--- src/rtl/frame_sequencer.sv ---
// frame_sequencer: runs one frame through the Gaussian convolution stage, then the corner-detection stage,
// with a bounded wait on each stage and error/abort handling.
module frame_sequencer #(
    parameter int MAX_KERNEL = 3,
    parameter int X_MAX      = 200,
    parameter int Y_MAX      = 200,
    parameter int TIMEOUT    = 65535
) (
    input  logic                          clk,
    input  logic                          n_rst,
    input  logic                          start,
    input  logic                          abort,
    input  logic [$clog2(X_MAX)-1:0]      cfg_max_x,
    input  logic [$clog2(Y_MAX)-1:0]      cfg_max_y,
    input  logic [2:0]                    cfg_sigma,
    input  logic [$clog2(MAX_KERNEL)-1:0] cfg_kernel_size,
    output logic                          conv_new_trans,
    output logic [$clog2(X_MAX)-1:0]      conv_max_x,
    output logic [$clog2(Y_MAX)-1:0]      conv_max_y,
    output logic [2:0]                    conv_sigma,
    output logic [$clog2(MAX_KERNEL)-1:0] conv_kernel_size,
    input  logic                          conv_done,
    output logic                          fast_start,
    input  logic                          fast_done,
    output logic                          busy,
    output logic                          frame_done,
    output logic                          err,
    output logic [1:0]                    err_code
);
    localparam int CW = $clog2(TIMEOUT + 1);

    typedef enum logic [2:0] {IDLE, CONV_KICK, CONV_WAIT, FAST_KICK, FAST_WAIT, DONE, ERR} state_t;

    state_t                        r_state, w_next;
    logic [CW-1:0]                 r_cnt;
    logic [1:0]                    r_err_code, w_err_code;
    logic [$clog2(X_MAX)-1:0]      r_max_x;
    logic [$clog2(Y_MAX)-1:0]      r_max_y;
    logic [2:0]                    r_sigma;
    logic [$clog2(MAX_KERNEL)-1:0] r_kernel;
    logic                          w_cfg_ok, w_accept, w_timeout;

    assign w_cfg_ok  = cfg_kernel_size[0] && (32'(cfg_kernel_size) <= MAX_KERNEL) &&
                       cfg_sigma != 3'd0 && cfg_max_x != '0 && cfg_max_y != '0;
    assign w_timeout = r_cnt == CW'(TIMEOUT);

    // Abort outranks everything once busy; a stage's done outranks its timeout.
    always_comb begin
        w_next     = r_state;
        w_err_code = r_err_code;
        w_accept   = 1'b0;
        if (abort && r_state != IDLE)
            w_next = IDLE;
        else
            case (r_state)
                IDLE: if (start && !abort) begin
                    w_accept   = w_cfg_ok;
                    w_next     = w_cfg_ok ? CONV_KICK : ERR;
                    w_err_code = w_cfg_ok ? 2'b00 : 2'b01;
                end
                CONV_KICK: w_next = CONV_WAIT;
                CONV_WAIT: if (conv_done) w_next = FAST_KICK;
                    else if (w_timeout) begin
                        w_next     = ERR;
                        w_err_code = 2'b10;
                    end
                FAST_KICK: w_next = FAST_WAIT;
                FAST_WAIT: if (fast_done) w_next = DONE;
                    else if (w_timeout) begin
                        w_next     = ERR;
                        w_err_code = 2'b11;
                    end
                default: w_next = IDLE;
            endcase
    end

    always_ff @(posedge clk or negedge n_rst) begin
        if (!n_rst) begin
            r_state    <= IDLE;
            r_cnt      <= '0;
            r_err_code <= 2'b00;
            r_max_x    <= '0;
            r_max_y    <= '0;
            r_sigma    <= '0;
            r_kernel   <= '0;
        end else begin
            r_state    <= w_next;
            r_err_code <= w_err_code;
            r_cnt      <= (r_state == CONV_WAIT || r_state == FAST_WAIT) ? r_cnt + 1'b1 : '0;
            if (w_accept) begin
                r_max_x  <= cfg_max_x;
                r_max_y  <= cfg_max_y;
                r_sigma  <= cfg_sigma;
                r_kernel <= cfg_kernel_size;
            end
        end
    end

    assign conv_new_trans   = r_state == CONV_KICK;
    assign fast_start       = r_state == FAST_KICK;
    assign frame_done       = r_state == DONE;
    assign err              = r_state == ERR;
    assign busy             = r_state != IDLE;
    assign err_code         = r_err_code;
    assign conv_max_x       = r_max_x;
    assign conv_max_y       = r_max_y;
    assign conv_sigma       = r_sigma;
    assign conv_kernel_size = r_kernel;
endmodule

--- config.mk ---
export PLATFORM = sky130hd
export DESIGN_NAME = frame_sequencer
export DESIGN_NICKNAME = d
export VERILOG_FILES = /design/src/rtl/frame_sequencer.sv
export SDC_FILE = /design/constraint.sdc
export NUM_CORES = 1
export LEC_CHECK = 0
export CAP_MARGIN = 20
export CORE_UTILIZATION = 45
export CTS_CLUSTER_DIAMETER = 30
export DETAILED_ROUTE_END_ITERATION = 7
export PLACE_DENSITY_LB_ADDON = 0.12
export SLEW_MARGIN = 20
export SYNTH_ARGS = -nofsm -noshare
export SYNTH_HDL_FRONTEND = slang
export SYNTH_SLANG_ARGS = --single-unit
--- constraint.sdc ---
create_clock -name clk -period 2.2 [get_ports clk]
set_input_delay 0.44 -clock clk [delete_from_list [all_inputs] [get_ports clk]]
set_output_delay 0.44 -clock clk [all_outputs]
set_load 0.02 [all_outputs]
Word level (Yosys, flattened, before mapping)
Index checks and enable logic that the tools add are counted.
- output and inout bits: 28
- register bits after elaboration: 42
- logic and storage cells: 54
- bitwise gates (word level): 1
- equality and inequality tests: 13
- reductions and logical operators: 14
- add/subtract/negate cells: 1
- multiplexer cells: 18
- operators with widths (kind ; count):
    two-way mux 3 bit ; 6
    adder 16 x 1 -> 16 bit (second input constant) ; 1
    == test 16 bit (second input constant) ; 1
    two-way mux 16 bit ; 1
    nonzero test 8 bit ; 2
    case mux 3 bit (5 select lines) ; 1
    two-way mux 2 bit ; 5
    inequality test 2 bit (second input constant) ; 5
    == test 3 bit (second input constant) ; 3
    nonzero test 3 bit ; 3
    AND reduction 7 bit ; 1
    == test 3 x 2 -> 1 bit (second input constant) ; 2
    case mux 2 bit (3 select lines) ; 1
    logical AND 1 bit ; 5
    two-way mux 1 bit ; 4
    == test 3 x 1 -> 1 bit (second input constant) ; 1
    logical NOT 3 bit ; 1
    inequality test 3 bit (second input constant) ; 1
    logical NOT 1 bit ; 1
    logical OR 1 bit ; 1
    NOT 1 bit ; 1

Depth between registers and ports, before layout
- depth in word-level cells: 8
- depth in mapped cells: 6
- mapped depth without buffers: 6

Worst setup path before layout
OpenSTA, ideal clock, no wires.
- kind: input -> register
- from: input port cfg_max_y[1]
- to: register r_max_x[0] (netlist: conv_max_x[0])
- data required time: 2075 ps
- path slack: 612 ps
- cell stages on the path: 6
- path buffers: 1
- data arrival time: 1463 ps
- cells stage by stage: nor4_1 a21oi_1 nand2_1 or2_4 buf_6 mux2_4
- word-level cells in the longest chain between the ends: 5
- ends and longest elaborated chain (element ; line ; text):
    from (decl) ; 14 ; input logic [$clog2(Y_MAX)-1:0] cfg_max_y,
    nonzero test 8 bit ; 44 ; cfg_sigma != 3'd0 && cfg_max_x != '0 && cfg_max_y != '0;
    logical AND 1 bit ; 44 ;
    two-way mux 1 bit ; 56 ; IDLE: if (start && !abort) begin
    two-way mux 1 bit ; 55 ; case (r_state)
    two-way mux 1 bit ; 52 ; if (abort && r_state != IDLE)
    to (signal assigned) ; 91 ; r_max_x <= cfg_max_x;
    to (decl) ; 37 ; logic [$clog2(X_MAX)-1:0] r_max_x;
No other way between the ends.
A chain may end at the register's enable or synchronous reset.

Worst setup path in the final report
- from: register r_state[1]
- to: output port err
- word-level cells in the longest chain between the ends: 1
- ends and longest elaborated chain (element ; line ; text):
    from (decl) ; 34 ; state_t r_state, w_next;
    from (signal assigned) ; 87 ; r_state <= w_next;
    == test 3 bit ; 102 ; assign err = r_state == ERR;
    to (decl) ; 27 ; output logic err,
No other way between the ends.

==> reports/results.ini <==
[synth]
ys_ff_latch = 42
async_reset_ff_share_pct = 100
ys_seq_area_share_pct = 51.6
avgSynthCellArea_sq_um = 11.6
synth_top_area_share_pct = 51.6
synthTopCellsByArea = dfrtp_1, mux2_4, nor2_1
synth_flop_cell = dfrtp_1
synth_fp_nets = 204
syn-cell-area_sq_um = 2040
ys_warn_count = 0
yosys.area.top_type = dfrtp_1
synth_edf_count = 0
syn_inst = 176
yosysUniqueCellTypes = 38

[floorplan]
pin_count = 55
core-area_sq_um = 4350
die_area_sq_um = 4800
fp.dieH_um = 69.3
std_cell_rows = 24
die_x_um = 69.3
start_util_pct = 46.8

[timing]
rsz0062_at_grt = no
finalCritPeriodShare_pct = 91.1
worstMarginPinSlew_ps = 464
drv_slew = 0
setup_ws_ps = 196
slew_headroom_pct = 69.1
period_minus_slack_ps = 2000
fmax_ghz = 0.499
hold_viol = 0
finalSetupViolCount = 0
clock_skew_ps = 6.98
tns_ps = 0

[job]
cap_violations = 0

[critical_path]
cp.arrival_ps = 1560
required_ps = 1760
startpoint_type = flip-flop
crit_type = flip-flop to output pin
worstPathMaxFanout = 11
crit_path_end_kind = output pin

[clocking]
numCtsBuffers = 5
hold_buffers = 0
clk_path_buf_depth = 2
htree_levels = 2
cts_tree = built
cts_root_buffer = clkbuf_8
cts_setup_buffers = 0
cts.sinks = 42
clkLatencyLatePin_ps = 290
clk_pin_slew_worst_paths_ps = 80

[global_route]
overflow = 0
grt_pass1_vias = 1600
grt_pass1_wl_mm = 7.74
grt_use_total_pct = 20.2
antenna_found_initial = 0
grt_start_max_net_pins = 22

[routing]
routedWlPerCell_um = 14.8
vias_per_cell = 5.27
drt_iter0_markers = 67
wl_mm = 4.34
antenna_left = 0
route.detailed.drc = 0
vias = 1549
first_pass_iters = 4

[placement]
port_buffers = 54
place.gp.congestion = 0.816
dp_slack_ps = -68.8
dp_hpwl_mm = 3.33

[pwr]
p_leak_nw = 1.30
ir_drop_uv = 473
p_per_area_nw_per_um2 = 988

[outcome]
status = finished clean

[worst_hold_path]
min-delay-path-class = primary input to async pin

[finish]
drive_gt1_share_pct = 19.4
nets = 269
diodes = 0
final_common_cell = clkdlybuf4s50_1
final_cell_mix = clkdlybuf4s50_1, dfrtp_1, nor2_1
area_delta_synth_final_pct = 37.8

critical path, cell delays in order, from the launching register on:
cell and delay (ps):
dfrtp_2 470, nand2_1 100, nor2_1 100, clkdlybuf4s50_1 600
metrics by stage:
| stage | hold WS [ps] | cell area (sq um) | instances | util, % | total power [mW] |
|---|---|---|---|---|---|
| floorplan | 144 | 2040 | 176 | - | 1.68 |
| global placement | 409 | 2690 | 286 | 61.9 | 2.18 |
| detailed placement | 420 | 2690 | 286 | 61.9 | 2.21 |
| CTS | 101 | 2800 | 294 | 64.3 | 2.81 |
| global route | 117 | 2810 | 294 | 64.5 | 2.92 |
| finish | 93.3 | 2810 | 294 | 64.5 | 2.77 |
worst paths after layout:
path	start	endpoint	slack [ps]	cells past startpoint
hold / removal	n_rst	conv_max_x[5]	90	1
min in group clk	conv_kernel_size[0]	conv_kernel_size[0]	470	1
setup reg to reg	r_cnt[0]	err_code[0]	460	6
setup / recovery	r_state[1]	err	200	3
hold reg to reg	conv_kernel_size[0]	conv_kernel_size[0]	470	1
max in group asynchronous	n_rst	conv_max_y[0]	1570	2
power breakdown:
group | switching [mW] | leakage, nW | internal (mW) | total [mW]
sequential | 0.126 | 0.529 | 0.962 | 1.09
combinational | 0.473 | 0.720 | 0.623 | 1.10
clock | 0.250 | 0.0524 | 0.340 | 0.590
timing repair:
item,4_1_cts,5_1_grt
cloned,0,0
endpoints found under the setup margin,1,2
resized for setup,1,5
hold endpoints to repair,0,0
cell usage after synthesis, types with 6 or more instances:
cell	number
o21ai_0	6
mux2_4	19
xor2_1	8
nand3_1	6
dfrtp_1	42
a21oi_1	6
nand2_1	10
nor2_1	24
kinds of logic (layout without fill, tap and decap cells):
| logic type | count (synthesis) | after routing | synth area share [%] |
|---|---|---|---|
| compound gates | 24 | 24 | 7.49 |
| xor+xnor | 12 | 12 | 5.16 |
| fa+ha+maj | 1 | 1 | 0.614 |
| buf+inv | 9 | 75 | 2.58 |
| flops | 42 | 42 | 51.6 |
| mux | 20 | 20 | 14.5 |
| simple gates | 68 | 68 | 18.0 |
metal layers:
layer / share of wire [%] / global-route usage, % / vias up
li1: - / - / 749
met1: 45 / 25.6 / 746
met2: 48 / 33.0 / 45
met3: 5.2 / 5.81 / 9
met4: 1.7 / 7.03 / 0
met5: 0 / 0 / -
layout make-up:
cell class                      count  area (sq um)
Clock inverter                      1          30.0
Inverter                            4          15.0
Fill cell                         330          1550
Clock buffer                        7          76.3
Multi-Input combinational cell    125           935
Sequential cell                    42          1050
Tap cell                           52          65.1
Timing Repair Buffer               63           632
flip-flops by register name, summed over array words and instances (netlist names):
signal            flops
r_state               3
err_code              2
conv_max_y            8
conv_sigma            3
r_cnt                16
conv_kernel_size      2
conv_max_x            8
Power figures use the tool's default switching activity.
